**src/rtl/mem_port_arbiter_if.sv**
```systemverilog
// rtl/mem_port_arbiter_if.sv - requester and memory bus bundle for mem_port_arbiter
// Signals: fetch port (if_req/if_addr -> if_gnt/if_rvalid/if_rdata),
//          data port (dm_req/dm_we/dm_addr/dm_wdata -> dm_gnt/dm_rvalid/dm_rdata),
//          memory port (mem_read/mem_write/mem_addr/mem_wdata <- mem_rdata).
// Modports: slave = arbiter view, master = requesters + memory view.
interface mem_port_arbiter_if #(
    parameter int ADDR_W = 8,
    parameter int DATA_W = 32
);
    logic              if_req;
    logic [ADDR_W-1:0] if_addr;
    logic              if_gnt;
    logic              if_rvalid;
    logic [DATA_W-1:0] if_rdata;

    logic              dm_req;
    logic              dm_we;
    logic [ADDR_W-1:0] dm_addr;
    logic [DATA_W-1:0] dm_wdata;
    logic              dm_gnt;
    logic              dm_rvalid;
    logic [DATA_W-1:0] dm_rdata;

    logic              mem_read;
    logic              mem_write;
    logic [ADDR_W-1:0] mem_addr;
    logic [DATA_W-1:0] mem_wdata;
    logic [DATA_W-1:0] mem_rdata;

    modport slave (
        input  if_req, if_addr, dm_req, dm_we, dm_addr, dm_wdata, mem_rdata,
        output if_gnt, if_rvalid, if_rdata, dm_gnt, dm_rvalid, dm_rdata,
               mem_read, mem_write, mem_addr, mem_wdata
    );

    modport master (
        output if_req, if_addr, dm_req, dm_we, dm_addr, dm_wdata, mem_rdata,
        input  if_gnt, if_rvalid, if_rdata, dm_gnt, dm_rvalid, dm_rdata,
               mem_read, mem_write, mem_addr, mem_wdata
    );
endinterface

```
**src/rtl/mem_port_arbiter.sv**
```systemverilog
// rtl/mem_port_arbiter.sv - fetch/data arbiter and sequencer for a single-port word memory
// Ports: clk, rst_n (async, active-low), bus (mem_port_arbiter_if.slave).
// Option: MEM_ARB_ROUND_ROBIN_EN selects a 1-bit round-robin pointer instead of
//         data-first priority with a fetch starvation counter.
// Every output is a flop; IDLE -> ISSUE -> RESP, with RESP able to go straight to ISSUE.
module mem_port_arbiter #(
    parameter int ADDR_W       = 8,
    parameter int DATA_W       = 32,
    parameter int STARVE_LIMIT = 4
) (
    input  logic              clk,
    input  logic              rst_n,
    mem_port_arbiter_if.slave bus
);
    typedef enum logic [1:0] {S_IDLE = 2'd0, S_ISSUE = 2'd1, S_RESP = 2'd2} state_t;

    state_t r_state;
    state_t w_state_nxt;

    // Latched winner of the transaction in flight.
    logic r_win_if;
    logic r_we;

    logic              r_if_gnt, r_if_rvalid, r_dm_gnt, r_dm_rvalid, r_mem_read, r_mem_write;
    logic [DATA_W-1:0] r_if_rdata, r_dm_rdata, r_mem_wdata;
    logic [ADDR_W-1:0] r_mem_addr;

    logic              w_if_gnt_nxt, w_if_rvalid_nxt, w_dm_gnt_nxt, w_dm_rvalid_nxt;
    logic              w_mem_read_nxt, w_mem_write_nxt;
    logic [DATA_W-1:0] w_if_rdata_nxt, w_dm_rdata_nxt, w_mem_wdata_nxt;
    logic [ADDR_W-1:0] w_mem_addr_nxt;

    logic w_arb;          // an arbitration takes place at this edge
    logic w_fetch_first;  // fetch wins a tie
    logic w_pick_if;

    // Requests are ignored during ISSUE; IDLE and RESP both arbitrate.
    assign w_arb     = (r_state != S_ISSUE) && (bus.if_req || bus.dm_req);
    assign w_pick_if = bus.if_req && (!bus.dm_req || w_fetch_first);

`ifdef MEM_ARB_ROUND_ROBIN_EN
    logic r_rr_if;  // 1: fetch is preferred on the next tie

    assign w_fetch_first = r_rr_if;

    always_ff @(posedge clk or negedge rst_n) begin
        if (!rst_n) begin
            r_rr_if <= 1'b0;
        end else if (w_arb) begin
            r_rr_if <= !w_pick_if;
        end
    end
`else
    localparam logic [3:0] LIMIT = 4'(STARVE_LIMIT);

    logic [3:0] r_starve;  // consecutive arbitrations fetch requested and lost

    assign w_fetch_first = (r_starve == LIMIT);

    always_ff @(posedge clk or negedge rst_n) begin
        if (!rst_n) begin
            r_starve <= 4'd0;
        end else if (w_arb) begin
            if (w_pick_if) begin
                r_starve <= 4'd0;
            end else if (bus.if_req && (r_starve != LIMIT)) begin
                r_starve <= r_starve + 4'd1;
            end
        end
    end
`endif

    always_ff @(posedge clk or negedge rst_n) begin
        if (!rst_n) begin
            r_state <= S_IDLE;
        end else begin
            r_state <= w_state_nxt;
        end
    end

    always_comb begin
        w_state_nxt = S_IDLE;
        case (r_state)
            S_IDLE:  w_state_nxt = w_arb ? S_ISSUE : S_IDLE;
            S_ISSUE: w_state_nxt = S_RESP;
            S_RESP:  w_state_nxt = w_arb ? S_ISSUE : S_IDLE;
            default: w_state_nxt = S_IDLE;
        endcase
    end

    // Computes the value every output flop takes at the coming edge.
    always_comb begin
        w_if_gnt_nxt    = 1'b0;
        w_dm_gnt_nxt    = 1'b0;
        w_mem_read_nxt  = 1'b0;
        w_mem_write_nxt = 1'b0;
        w_if_rvalid_nxt = 1'b0;
        w_dm_rvalid_nxt = 1'b0;
        w_mem_addr_nxt  = r_mem_addr;
        w_mem_wdata_nxt = r_mem_wdata;
        w_if_rdata_nxt  = r_if_rdata;
        w_dm_rdata_nxt  = r_dm_rdata;
        if (w_state_nxt == S_ISSUE) begin
            if (w_pick_if) begin
                w_if_gnt_nxt   = 1'b1;
                w_mem_read_nxt = 1'b1;
                w_mem_addr_nxt = bus.if_addr;
            end else begin
                w_dm_gnt_nxt    = 1'b1;
                w_mem_read_nxt  = !bus.dm_we;
                w_mem_write_nxt = bus.dm_we;
                w_mem_addr_nxt  = bus.dm_addr;
                w_mem_wdata_nxt = bus.dm_wdata;
            end
        end
        // Memory data is valid during RESP; the response pulse lands in the next cycle.
        if (r_state == S_RESP) begin
            if (r_win_if) begin
                w_if_rvalid_nxt = 1'b1;
                w_if_rdata_nxt  = bus.mem_rdata;
            end else begin
                w_dm_rvalid_nxt = 1'b1;
                if (!r_we) begin
                    w_dm_rdata_nxt = bus.mem_rdata;
                end
            end
        end
    end

    always_ff @(posedge clk or negedge rst_n) begin
        if (!rst_n) begin
            r_win_if    <= 1'b0;
            r_we        <= 1'b0;
            r_if_gnt    <= 1'b0;
            r_dm_gnt    <= 1'b0;
            r_mem_read  <= 1'b0;
            r_mem_write <= 1'b0;
            r_if_rvalid <= 1'b0;
            r_dm_rvalid <= 1'b0;
            r_mem_addr  <= '0;
            r_mem_wdata <= '0;
            r_if_rdata  <= '0;
            r_dm_rdata  <= '0;
        end else begin
            if (w_state_nxt == S_ISSUE) begin
                r_win_if <= w_pick_if;
                r_we     <= !w_pick_if && bus.dm_we;
            end
            r_if_gnt    <= w_if_gnt_nxt;
            r_dm_gnt    <= w_dm_gnt_nxt;
            r_mem_read  <= w_mem_read_nxt;
            r_mem_write <= w_mem_write_nxt;
            r_if_rvalid <= w_if_rvalid_nxt;
            r_dm_rvalid <= w_dm_rvalid_nxt;
            r_mem_addr  <= w_mem_addr_nxt;
            r_mem_wdata <= w_mem_wdata_nxt;
            r_if_rdata  <= w_if_rdata_nxt;
            r_dm_rdata  <= w_dm_rdata_nxt;
        end
    end

    assign bus.if_gnt    = r_if_gnt;
    assign bus.if_rvalid = r_if_rvalid;
    assign bus.if_rdata  = r_if_rdata;
    assign bus.dm_gnt    = r_dm_gnt;
    assign bus.dm_rvalid = r_dm_rvalid;
    assign bus.dm_rdata  = r_dm_rdata;
    assign bus.mem_read  = r_mem_read;
    assign bus.mem_write = r_mem_write;
    assign bus.mem_addr  = r_mem_addr;
    assign bus.mem_wdata = r_mem_wdata;
endmodule

```
**src/flat_wrapper.sv**
```systemverilog
// flat-port wrapper written by rule: the top's interface ports become plain ports
module mem_port_arbiter_flat 
#(
    parameter int ADDR_W       = 8,
    parameter int DATA_W       = 32,
    parameter int STARVE_LIMIT = 4
)
  (clk, rst_n, bus_if_req, bus_if_addr, bus_dm_req, bus_dm_we, bus_dm_addr, bus_dm_wdata, bus_mem_rdata, bus_if_gnt, bus_if_rvalid, bus_if_rdata, bus_dm_gnt, bus_dm_rvalid, bus_dm_rdata, bus_mem_read, bus_mem_write, bus_mem_addr, bus_mem_wdata);
  mem_port_arbiter_if #(.ADDR_W(ADDR_W), .DATA_W(DATA_W)) bus_i ();
  input  logic clk;
  input  logic rst_n;
  input wire logic [$bits(bus_i.if_req)-1:0] bus_if_req;
  input wire logic [$bits(bus_i.if_addr)-1:0] bus_if_addr;
  input wire logic [$bits(bus_i.dm_req)-1:0] bus_dm_req;
  input wire logic [$bits(bus_i.dm_we)-1:0] bus_dm_we;
  input wire logic [$bits(bus_i.dm_addr)-1:0] bus_dm_addr;
  input wire logic [$bits(bus_i.dm_wdata)-1:0] bus_dm_wdata;
  input wire logic [$bits(bus_i.mem_rdata)-1:0] bus_mem_rdata;
  output wire logic [$bits(bus_i.if_gnt)-1:0] bus_if_gnt;
  output wire logic [$bits(bus_i.if_rvalid)-1:0] bus_if_rvalid;
  output wire logic [$bits(bus_i.if_rdata)-1:0] bus_if_rdata;
  output wire logic [$bits(bus_i.dm_gnt)-1:0] bus_dm_gnt;
  output wire logic [$bits(bus_i.dm_rvalid)-1:0] bus_dm_rvalid;
  output wire logic [$bits(bus_i.dm_rdata)-1:0] bus_dm_rdata;
  output wire logic [$bits(bus_i.mem_read)-1:0] bus_mem_read;
  output wire logic [$bits(bus_i.mem_write)-1:0] bus_mem_write;
  output wire logic [$bits(bus_i.mem_addr)-1:0] bus_mem_addr;
  output wire logic [$bits(bus_i.mem_wdata)-1:0] bus_mem_wdata;
  assign bus_i.if_req = bus_if_req;
  assign bus_i.if_addr = bus_if_addr;
  assign bus_i.dm_req = bus_dm_req;
  assign bus_i.dm_we = bus_dm_we;
  assign bus_i.dm_addr = bus_dm_addr;
  assign bus_i.dm_wdata = bus_dm_wdata;
  assign bus_i.mem_rdata = bus_mem_rdata;
  assign bus_if_gnt = bus_i.if_gnt;
  assign bus_if_rvalid = bus_i.if_rvalid;
  assign bus_if_rdata = bus_i.if_rdata;
  assign bus_dm_gnt = bus_i.dm_gnt;
  assign bus_dm_rvalid = bus_i.dm_rvalid;
  assign bus_dm_rdata = bus_i.dm_rdata;
  assign bus_mem_read = bus_i.mem_read;
  assign bus_mem_write = bus_i.mem_write;
  assign bus_mem_addr = bus_i.mem_addr;
  assign bus_mem_wdata = bus_i.mem_wdata;
  mem_port_arbiter #(.ADDR_W(ADDR_W), .DATA_W(DATA_W), .STARVE_LIMIT(STARVE_LIMIT)) u_core (.clk(clk), .rst_n(rst_n), .bus(bus_i));
endmodule
```
**config.mk**
```make
export PLATFORM = sky130hd
export DESIGN_NAME = mem_port_arbiter_flat
export DESIGN_NICKNAME = d
export VERILOG_FILES = /design/src/rtl/mem_port_arbiter_if.sv /design/src/rtl/mem_port_arbiter.sv /design/src/flat_wrapper.sv
export SDC_FILE = /design/constraint.sdc
export NUM_CORES = 1
export LEC_CHECK = 0
export CORE_MARGIN = 4
export CORE_UTILIZATION = 45
export CTS_CLUSTER_SIZE = 28
export DETAILED_ROUTE_END_ITERATION = 16
export GPL_TIMING_DRIVEN = 0
export MAX_ROUTING_LAYER = met4
export PLACE_DENSITY = 0.91
export SKIP_CTS_REPAIR_TIMING = 1
export SLEW_MARGIN = 0
export SYNTH_ARGS = -nofsm -noshare
export SYNTH_HDL_FRONTEND = slang
export SYNTH_SLANG_ARGS = --single-unit
```
**constraint.sdc**
```tcl
create_clock -name clk -period 3.1 [get_ports clk]
set_input_delay 0.62 -clock clk [delete_from_list [all_inputs] [get_ports clk]]
set_output_delay 0.62 -clock clk [all_outputs]
set_load 0.02 [all_outputs]
```
Yosys cells after proc, flatten, opt, wreduce, memory -nomap -nowiden
Index checks and enable logic that the tools add are counted.
{"block": "classes", "addsub": 1, "eq_ne": 6, "n_mux": 17, "bitwise_logic": 3, "reduce_logical": 16}
{"operator": "$mux 1", "count": 13}
{"operator": "$mux 4", "count": 2}
{"operator": "$mux 8", "count": 1}
{"operator": "$reduce_and 2->1", "count": 3}
{"operator": "$add 4x1->4 const B", "count": 1}
{"operator": "$eq 2x1->1 const B", "count": 2}
{"operator": "$eq 4x3->1 const B", "count": 1}
{"operator": "$logic_and 1x1->1", "count": 4}
{"operator": "$ne 4x3->1 const B", "count": 1}
{"operator": "$pmux 2 s2", "count": 1}
{"operator": "$logic_not 1->1", "count": 3}
{"operator": "$not 1->1", "count": 3}
{"operator": "$reduce_and 3->1", "count": 1}
{"operator": "$eq 2x2->1 const B", "count": 1}
{"operator": "$logic_not 2->1", "count": 1}
{"operator": "$logic_or 1x1->1", "count": 2}
{"operator": "$ne 2x1->1 const B", "count": 1}
{"operator": "$reduce_bool 2->1", "count": 1}
{"operator": "$reduce_or 2->1", "count": 1}
{"block": "totals", "regBits": 118, "output_inout_bits": 110, "wordCells": 57}

Logic depth before layout (Yosys ltp)
Gate-level depths: netlist (run 1).
{"block": "logic_depth", "depth_word": 6, "mapped_depth": 7, "ltp_nobuf": 5}

Worst setup path after synthesis (run 1)
No wires, ideal clock.
{"block": "synth_path", "path_kind": "in2reg", "start": "input bus_dm_req", "end": "register u_core.r_mem_wdata[10], in the netlist u_core.bus.mem_wdata[10]", "setup_ns": 0.125, "arrival_time_ns": 1.582, "required_time_ns": 2.975, "path_slack_ns": 1.393, "cell_stages": 5, "n_path_buf": 3, "cell_sequence": "clkbuf_1 -> o211a_1 -> buf_6 -> buf_6 -> mux2_2"}
{"block": "synth_between", "elab_chain_len": 6}
{"item": "start, declared", "line_no": "flat_wrapper.sv:14", "text": "input wire logic [$bits(bus_i.dm_req)-1:0] bus_dm_req;"}
{"item": "$logic_or 1x1->1", "line_no": "mem_port_arbiter.sv:38", "text": "assign w_arb = (r_state != S_ISSUE) && (bus.if_req || bus.dm_req);"}
{"item": "$logic_and 1x1->1", "line_no": "mem_port_arbiter.sv:38"}
{"item": "$mux 1", "line_no": "mem_port_arbiter.sv:84, mem_port_arbiter.sv:86"}
{"item": "$pmux 2 s2", "line_no": "mem_port_arbiter.sv:83", "text": "case (r_state)"}
{"item": "$eq 2x1->1", "line_no": "mem_port_arbiter.sv:103", "text": "if (w_state_nxt == S_ISSUE) begin"}
{"item": "$reduce_and 2->1 (no line) *"}
{"item": "end signal, assigned", "line_no": "mem_port_arbiter.sv:156", "text": "r_mem_wdata <= w_mem_wdata_nxt;"}
{"item": "end, declared", "line_no": "mem_port_arbiter.sv:25", "text": "logic [DATA_W-1:0] r_if_rdata, r_dm_rdata, r_mem_wdata;"}
Every way passes the cells marked *; elsewhere a longest branch is shown, timed or not.
A chain may end at the register's enable or synchronous reset.

Worst setup path after layout (run 1)
{"block": "layout_path", "start": "register u_core.r_dm_rdata[21], in the netlist u_core.bus.dm_rdata[21]", "end": "output bus_dm_rdata[21]"}
{"item": "start, declared", "line_no": "mem_port_arbiter.sv:25"}
{"item": "start signal, assigned", "line_no": "mem_port_arbiter.sv:158", "text": "r_dm_rdata <= w_dm_rdata_nxt;"}
{"item": "end, declared", "line_no": "flat_wrapper.sv:24", "text": "output wire logic [$bits(bus_i.dm_rdata)-1:0] bus_dm_rdata;"}
No word-level cell between the ends.

==> flow_metrics.tcl, run 1 <==
set metrics [dict create \
    grt_pass1_vias 3604 \
    switching_share 0.319 \
    die_w_um 108 \
    rows 36 \
    synthDistinctLibCells 28 \
    root_buffer "clkbuf_8" \
    wire_per_inst_um 18.1 \
    p_leak_uw 0.00305 \
    first_pass_iters 4 \
    synth-xor-area-share 0 \
    synth_warnings 0 \
    placed_cell_area_um2 6650 \
    synth_area_um2 4530 \
    routed_wl_um 11600 \
    antenna_left 0 \
    crit_required_ps 2480 \
    grt_usage 0.212 \
    core-area_um2 9770 \
    finalSetupTns_ps 0 \
    fp.dieH_um 108 \
    synth-compound-area-share 0.0368 \
    yosys.area_share.simple 0.0365 \
    avgSynthCellArea_um2 15.8 \
    yosysMostFrequentCell "dfrtp_1" \
    cts_buffers 17 \
    ys_seq_area_frac 0.652 \
    synth_fp_nets 373 \
    cts.sinks 118 \
    antenna_found_initial 0 \
    use_met2 0.362 \
    crit_chain "clkdlybuf4s50_1" \
    cts_tree "done" \
    synthCells 286 \
    synth_top_area_frac 0.652 \
    synth_top_family_by_area "multiplexers" \
    irDropWorstVdd_mv 0.437 \
    ys_ff_latch 118 \
    place_hpwl_um 8660 \
    clockPowerShare 0.246 \
    ys.flop_type "dfrtp_1" \
    area_growth_pct 58.5 \
    path_delay_family "buffers and inverters" \
    routabilityCongestion 0.713 \
    arrival_ps 1500 \
    period_share 0.683 \
    internal_power_uw 4720 \
    max_stage_delay_ps 640 \
    net-switching-power_uw 2210 \
    grt-busiest-layer "met2" \
    slew_viol_final 0 \
    n_fill_cell 666 \
    synth-edff-count 0 \
    cts_max_level 4 \
    finalNetCount 586 \
    hold_path.class "input pin to asynchronous set/reset pin" \
    power_frac_seq 0.354 \
    path_clk_slew_ps 50 \
    io_pins 195 \
    drtIter0Drc 109 \
    rsz0062_at_grt "no" \
    multi_input_area_um2 1440 \
    met3_usage 0.0537 \
    clockBufferDepth 2 \
    synth_fa_ha_area_frac 0.00553 \
    gr-total-overflow 0 \
    setup_viol 0 \
    pre_cts_ws_ps 775 \
    num_vias 3202 \
    fin_skew_ps 8.52 \
    end_kind "output port" \
    utilization 0.734 \
    grt_pass1_wl_um 18300 \
    viasPerCell 4.99 \
    drc_errors 0 \
    cellPowerDensity_nw_per_um2 966 \
    grt_start_max_net_pins 69 \
    synthMuxAreaShare 0.239 \
    cp_max_fo 2 \
    cp-start-kind "register" \
    max_freq_ghz 0.472 \
    status "finished, final reports clean" \
    layout_setup_ws_ps 984 \
    worst-path-buf-inv 1 \
    finalCriticalPeriod_ps 2120 \
    power_frac_comb 0.400 \
    crit_type "register to output port" \
    synthTopCellsByArea "dfrtp_1 65%, mux2_2 24%, a221o_1 1.8%" \
    clock_latency_ps 500 \
    yosysTopAreaCell "dfrtp_1" \
    port_buffers 193 \
    crit_slowest_cell "clkdlybuf4s50_1" \
    seqCellArea_um2 2950 \
    netlist_top_cells_count "118 x dfrtp_1, 95 x mux2_2, 9 x and2_1" \
    maxSlewHeadroom 0.416 \
    gr-usage-met1 0.246 \
    async_flop_share 1.00 \
    worst_slew_pin_slew_ps 876 \
    n_antenna_cell 0 \
    final_area_um2 7180 \
    dieArea_um2 11700 \
    drive_above_1_share 0.271 \
    final-hold-violation-count 0 \
    initial_utilization 0.463 \
    cap_viol_max_count 0 \
]
area by class of cell:
type | count | share of cell area
flip-flops and latches | 118 | 0.412
repair buffers | 194 | 0.273
plain buffers | 15 | 0.0155
inverters | 7 | 0.00366
clock inverters | 4 | 0.00279
clock buffers | 25 | 0.0703
multi-input cells | 146 | 0.200
well taps | 133 | 0.0232
placed cells by master (no fill, tap or decap), types with 4 or more instances in the layout:
cell type	n
clkinv_2	4
clkbuf_16	16
dfrtp_1	118
clkbuf_1	4
buf_4	4
nand3_1	6
mux2_2	95
clkbuf_8	7
inv_1	7
clkdlybuf4s50_1	192
and2_1	9
buf_2	4
buf_6	5
o21ai_0	6
a221o_1	8
layer usage:
layer | vias to the layer above | routed length (um)
met5 | - | 0
met2 | 138 | 6120
met3 | 10 | 814
met4 | 0 | 117
li1 | 1456 | -
met1 | 1598 | 4550
path summary, 6_finish.rpt:
check	end	from	slack (ps)	cells past startpoint
worst min-delay path	u_core.bus.if_rdata[12]$_DFFE_PN0P_	rst_n	240	1
max in group asynchronous	u_core.bus.mem_wdata[17]$_DFFE_PN0P_	rst_n	2120	2
min in group clk	u_core.bus.dm_rvalid$_DFF_PN0_	u_core.r_win_if$_DFFE_PN0N_	480	1
worst max register to register	u_core.bus.mem_addr[3]$_DFFE_PN0N_	u_core.r_starve[0]$_DFFE_PN0P_	1270	7
worst max-delay path	bus_dm_rdata[21]	u_core.bus.dm_rdata[21]$_DFFE_PN0P_	980	1
worst min register to register	u_core.bus.dm_rvalid$_DFF_PN0_	u_core.r_win_if$_DFFE_PN0N_	480	1
power by group through the flow:
stage | sequential [uW] | combinational (uW) | clock (uW)
finish | 2450 | 2780 | 1700
global route | 2540 | 2930 | 1810
CTS | 2460 | 2820 | 1730
detailed placement | 2480 | 2800 | 0
global placement | 2420 | 2730 | 0
floorplan | 3130 | 645 | 0
cell families (layout without fill, tap and decap cells):
group,after synthesis,in the layout
buffers and inverters,22,245
DFF,118,118
muxes,96,96
AOI/OAI and AO/OA,21,21
adders and majority gates,2,2
and+or+nand+nor,27,27
through the flow:
| stage | hold WS, ps | power (uW) | cells |
|---|---|---|---|
| global placement | 470 | 5150 | 612 |
| finish | 238 | 6930 | 642 |
| detailed placement | 472 | 5280 | 613 |
| global route | 300 | 7280 | 642 |
| CTS | 256 | 7010 | 642 |
| floorplan | 324 | 3770 | 286 |
sequential cells by signal, summed over array words and instances (netlist names):
signal                count
u_core.r_we               1
u_core.r_win_if           1
u_core.r_state            2
u_core.r_starve           4
u_core.bus.mem_addr       8
u_core.bus.if_rdata      32
u_core.bus.dm_rvalid      1
u_core.bus.if_rvalid      1
u_core.bus.mem_write      1
u_core.bus.if_gnt         1
u_core.bus.mem_read       1
u_core.bus.mem_wdata     32
u_core.bus.dm_gnt         1
u_core.bus.dm_rdata      32
Note: power is estimated with default switching activity, not from simulation.
==> run 2: changes to the inputs <==
Settings changed: CORE_UTILIZATION 45 to 42, PLACE_DENSITY 0.91 to 0.86.
Clock period 3.1 ns to 1.95 ns, I/O delays scaled along.
==> flow_metrics.tcl, run 2 (same netlist as run 1, synthesis figures left out) <==
set metrics [dict create \
    core-area_um2 10400 \
    dieArea_um2 12500 \
    antenna_left 0 \
    r2r_slack_ps 120 \
    status "finished, final reports clean" \
    worst-path-buf-inv 1 \
    irDropWorstVdd_mv 0.723 \
    r2r_start "u_core.r_starve[0]$_DFFE_PN0P_" \
    cts_tree "done" \
    rsz0062_at_grt "no" \
    cp-start-kind "register" \
    grt_usage 0.203 \
    drive_above_1_share 0.279 \
    final-hold-violation-count 0 \
    hold-path-cell-count 3 \
    drtIter0Drc 186 \
    max_stage_delay_ps 630 \
    multi_input_area_um2 1440 \
    first_pass_iters 4 \
    arrival_ps 1490 \
    final_common_cell "clkdlybuf4s50_1" \
    maxSlewHeadroom 0.539 \
    n_fill_cell 728 \
    end_kind "output port" \
    fin_skew_ps 16.2 \
    grt_pass1_vias 3745 \
    antenna_found_initial 0 \
    area_growth_pct 60.4 \
    routabilityCongestion 0.822 \
    viasPerCell 4.98 \
    drc_errors 0 \
    max_freq_ghz 0.532 \
    period_share 0.964 \
    path_delay_family "buffers and inverters" \
    clock_latency_ps 500 \
    hold_path.class "input pin to register" \
    worstRegToRegCells 7 \
    r2r_end "u_core.bus.mem_addr[3]$_DFFE_PN0N_" \
    grt_start_max_net_pins 66 \
    finalNetCount 587 \
    cts_buffers 17 \
    holdWs_ps 325 \
    wire_per_inst_um 18.3 \
    hp-start "bus_dm_req" \
    crit_slowest_cell "clkdlybuf4s50_1" \
    finalCriticalPeriod_ps 1880 \
    routed_wl_um 11900 \
    fp.dieH_um 112 \
    die_w_um 112 \
    rows 37 \
    clockBufferDepth 2 \
    finalSetupTns_ps 0 \
    cp_max_fo 2 \
    slew_viol_final 0 \
    grt_pass1_wl_um 19300 \
    final_cells 649 \
    min_to "u_core.r_starve[3]$_DFFE_PN0P_" \
    crit_chain "clkdlybuf4s50_1" \
    gr-total-overflow 0 \
    path_clk_slew_ps 60 \
    place_hpwl_um 8870 \
    cellPowerDensity_nw_per_um2 1560 \
    place_inst 616 \
    root_buffer "clkbuf_8" \
    cts.sinks 118 \
    num_vias 3230 \
    setup_viol 0 \
    cap_viol_max_count 0 \
    crit_type "register to output port" \
    port_buffers 193 \
    cts_max_level 4 \
    p_leak_uw 0.00310 \
    seqCellArea_um2 2950 \
    crit_required_ps 1560 \
    n_antenna_cell 0 \
    layout_common_cells "189 x clkdlybuf4s50_1, 118 x dfrtp_1, 95 x mux2_2" \
    io_pins 195 \
    initial_utilization 0.435 \
    worst_slew_pin_slew_ps 691 \
]
==> run 2: changes by cell type in the layout (fill, tap and decap cells not counted), moves of 3 or more <==
cell             delta
clkbuf_8            -4
clkdlybuf4s50_1     -3
clkinv_2            -3
clkinv_4            +3
clkinvlp_4          +4
dlymetal6s2s_1      +3
inv_6               +3
==> run 2: worst max-delay path by stage <==
stage | from | cells past startpoint | slack [ps] | endpoint
6_report | u_core.bus.mem_addr[0]$_DFFE_PN0N_ | 1 | 70 | bus_mem_addr[0]
2_1_floorplan | u_core.r_starve[0]$_DFFE_PN0P_ | 7 | 280 | u_core.bus.mem_addr[7]$_DFFE_PN0N_
5_1_grt | u_core.bus.mem_addr[0]$_DFFE_PN0N_ | 1 | 2 | bus_mem_addr[0]
4_1_cts | u_core.bus.mem_addr[1]$_DFFE_PN0N_ | 1 | -20 | bus_mem_addr[1]
3_3_place_gp | rst_n | 1 | -3830 | u_core.bus.mem_wdata[30]$_DFFE_PN0P_
3_5_place_dp | bus_if_req | 6 | -160 | u_core.bus.mem_addr[3]$_DFFE_PN0N_
==> run 2: final cells by class <==
type,count,area share
clock buffers,19,0.0608
well taps,136,0.0234
repair buffers,195,0.272
plain buffers,15,0.0153
multi-input cells,146,0.198
inverters,7,0.00362
clock inverters,13,0.0203
flip-flops and latches,118,0.407
==> run 2: layer usage <==
metal  vias to the layer above  part of all wire  GRT usage
met3                        16             0.084     0.0723
met5                         -                 0          -
met4                         0             0.015     0.0681
met2                       163              0.50      0.332
met1                      1605              0.40      0.234
li1                       1446                 -          -
==> run 2: stage by stage <==
step,utilization,instance area (um^2),power [uW],setup WS [ps]
after global placement,0.637,6630,8220,-3830
final,0.697,7260,11400,69.9
after floorplan,-,4530,6000,280
after CTS,0.695,7240,11500,-15.9
after global routing,0.697,7260,11900,2.21
after detailed placement,0.639,6660,8400,-164
==> run 2: report_power, final <==
| part | total, uW | switching, uW | internal (uW) | leakage (uW) |
|---|---|---|---|---|
| Clock | 3030 | 1130 | 1900 | 0.000277 |
| Combinational | 4440 | 2050 | 2390 | 0.00142 |
| Sequential | 3880 | 499 | 3380 | 0.00141 |
==> run 3: changes to the inputs <==
Settings changed: ABC_AREA set to 1, CORE_UTILIZATION 42 to 38, PLACE_DENSITY 0.86 to 0.82.
Clock period 1.95 ns to 1.53 ns, I/O delays scaled along.
==> flow_metrics.tcl, run 3 <==
set metrics [dict create \
    arrival_ps 1760 \
    synth_warnings 0 \
    synth_fa_ha_area_frac 0.00541 \
    synth_fp_nets 567 \
    clockBufferDepth 2 \
    path_clk_slew_ps 60 \
    cellPowerDensity_nw_per_um2 1850 \
    crit_type "register to register" \
    routabilityCongestion 0.848 \
    die_w_um 118 \
    first_pass_iters 4 \
    finalSetupTns_ps 0 \
    setup_viol 0 \
    ys_seq_area_frac 0.638 \
    antenna_left 0 \
    placed_cell_area_um2 6780 \
    r2r_slack_ps 50 \
    gr-total-overflow 0 \
    synthDistinctLibCells 21 \
    cp-start-kind "register" \
    ys_ff_latch 118 \
    worstRegToRegCells 9 \
    layout_setup_ws_ps 54.9 \
    final_common_cell "nand2_1" \
    cts.sinks 118 \
    finalNetCount 789 \
    async_flop_share 1.00 \
    hold-path-cell-count 3 \
    crit_required_ps 1820 \
    crit_chain "inv_2, ha_2, nand3_2, nand2_4, nand2_4, buf_8, buf_12, nand3_1, nand3_1" \
    synthMuxAreaShare 0 \
    place_hpwl_um 10200 \
    yosysTopAreaCell "dfrtp_1" \
    yosys.area_share.simple 0.203 \
    drive_above_1_share 0.113 \
    worst-path-buf-inv 3 \
    final_area_um2 7690 \
    netlist_top_cells_count "144 x nand2_1, 118 x dfrtp_1, 56 x o21ai_1" \
    path_delay_family "flip-flops" \
    max_stage_delay_ps 420 \
    root_buffer "clkbuf_16" \
    n_antenna_cell 0 \
    synth_top_area_frac 0.638 \
    n_fill_cell 893 \
    num_vias 4292 \
    core-area_um2 12000 \
    synth-edff-count 0 \
    drc_errors 0 \
    clock_latency_ps 400 \
    yosysMostFrequentCell "nand2_1" \
    io_pins 195 \
    hold_path.class "input pin to register" \
    synthTopCellsByArea "dfrtp_1 64%, nand2_1 12%, o21ai_1 6.1%" \
    path_depth 9 \
    layout_common_cells "144 x nand2_1, 118 x dfrtp_1, 110 x dlymetal6s2s_1" \
    synth_top_family_by_area "simple AND/OR/NAND/NOR gates" \
    drtIter0Drc 384 \
    synthCells 480 \
    seqCellArea_um2 2950 \
    grt_start_max_net_pins 71 \
    grt_pass1_vias 4506 \
    cts_tree "done" \
    final_cells 862 \
    grt_pass1_wl_um 22100 \
    area_growth_pct 66.2 \
    cap_viol_max_count 0 \
    maxSlewHeadroom 0.557 \
    cp_max_fo 6 \
    finalCriticalPeriod_ps 1480 \
    port_buffers 194 \
    place_inst 822 \
    irDropWorstVdd_mv 0.663 \
    synth-compound-area-share 0.0784 \
    initial_utilization 0.387 \
    routed_wl_um 14400 \
    synth_area_um2 4630 \
    antenna_found_initial 0 \
    rows 40 \
    pre_cts_ws_ps -185 \
    avgSynthCellArea_um2 9.64 \
    cts_max_level 4 \
    p_leak_uw 0.00484 \
    holdWs_ps 458 \
    cts_buffers 17 \
    viasPerCell 4.98 \
    final-hold-violation-count 0 \
    ys.flop_type "dfrtp_1" \
    slew_viol_final 0 \
    max_freq_ghz 0.678 \
    end_kind "register" \
    period_share 0.964 \
    wire_per_inst_um 16.7 \
    status "finished, final reports clean" \
    synth-xor-area-share 0.00189 \
    dieArea_um2 14000 \
    worst_slew_pin_slew_ps 665 \
    multi_input_area_um2 1340 \
    fp.dieH_um 118 \
    crit_slowest_cell "dfrtp_1" \
    grt_usage 0.203 \
    fin_skew_ps 7.85 \
]
-- run 3: cell count changes in the layout (fill, tap and decap cells not counted), sizes merged, moves of 9 or more --
| cell | previous run | this run |
|---|---|---|
| nand2 | 3 | 148 |
| dlymetal6s2s | 3 | 110 |
| clkdlybuf4s50 | 189 | 83 |
| mux2 | 96 | 0 |
| o21ai | 6 | 70 |
| nand3 | 6 | 55 |
| inv | 10 | 46 |
| buf | 14 | 36 |
| and2 | 9 | 0 |
-- run 3: metal layers --
metal / routed length [um] / global-route usage / vias up
li1: - / - / 1985
met1: 5790 / 0.236 / 2075
met2: 7290 / 0.333 / 201
met3: 985 / 0.0574 / 31
met4: 332 / 0.0821 / 0
met5: 0 / - / -
-- run 3: worst paths after layout --
path                                                      start                                    to
max                              u_core.r_starve[0]$_DFFE_PN0P_    u_core.bus.mem_addr[2]$_DFFE_PN0N_
min                                             bus_dm_wdata[4]   u_core.bus.mem_wdata[4]$_DFFE_PN0P_
max reg2reg                      u_core.r_starve[0]$_DFFE_PN0P_    u_core.bus.mem_addr[2]$_DFFE_PN0N_
min reg2reg                u_core.bus.mem_wdata[30]$_DFFE_PN0P_  u_core.bus.mem_wdata[30]$_DFFE_PN0P_
max in group asynchronous                                 rst_n  u_core.bus.mem_wdata[23]$_DFFE_PN0P_
min in group asynchronous                                 rst_n    u_core.bus.if_rdata[6]$_DFFE_PN0P_
-- run 3: final cells by class --
type / instances / share of cell area
buffer: 28 / 0.0243
clock buffer: 18 / 0.0571
clock inverter: 14 / 0.0135
inverter: 44 / 0.0215
multi-input combinational: 290 / 0.174
sequential: 118 / 0.384
tap: 147 / 0.0239
timing repair buffer: 203 / 0.301
-- run 3: through the flow --
step / power (uW) / util
global route: 14900 / 0.643
global placement: 10600 / 0.564
detailed placement: 10800 / 0.567
floorplan: 7610 / -
CTS: 14400 / 0.612
finish: 14200 / 0.643
-- run 3: worst reg2reg max path, cell delays in order, from the launching register on --
cell	delay [ps]
dfrtp_1	420
inv_2	90
ha_2	170
nand3_2	90
nand2_4	110
nand2_4	70
buf_8	140
buf_12	130
nand3_1	70
nand3_1	70
-- run 3: kinds of logic after synthesis --
logic type,after synthesis
DFF,118
buffers and inverters,72
adders and majority gates,2
xor gates and xnor gates,1
AOI/OAI and AO/OA,71
and+or+nand+nor,216
-- run 3: power breakdown --
| part | internal [uW] | switching, uW | total, uW | leakage (uW) |
|---|---|---|---|---|
| clock network | 2120 | 1440 | 3560 | 0.000262 |
| logic | 2550 | 3060 | 5610 | 0.00313 |
| registers | 4290 | 724 | 5010 | 0.00145 |
| total | 8960 | 5230 | 14200 | 0.00484 |
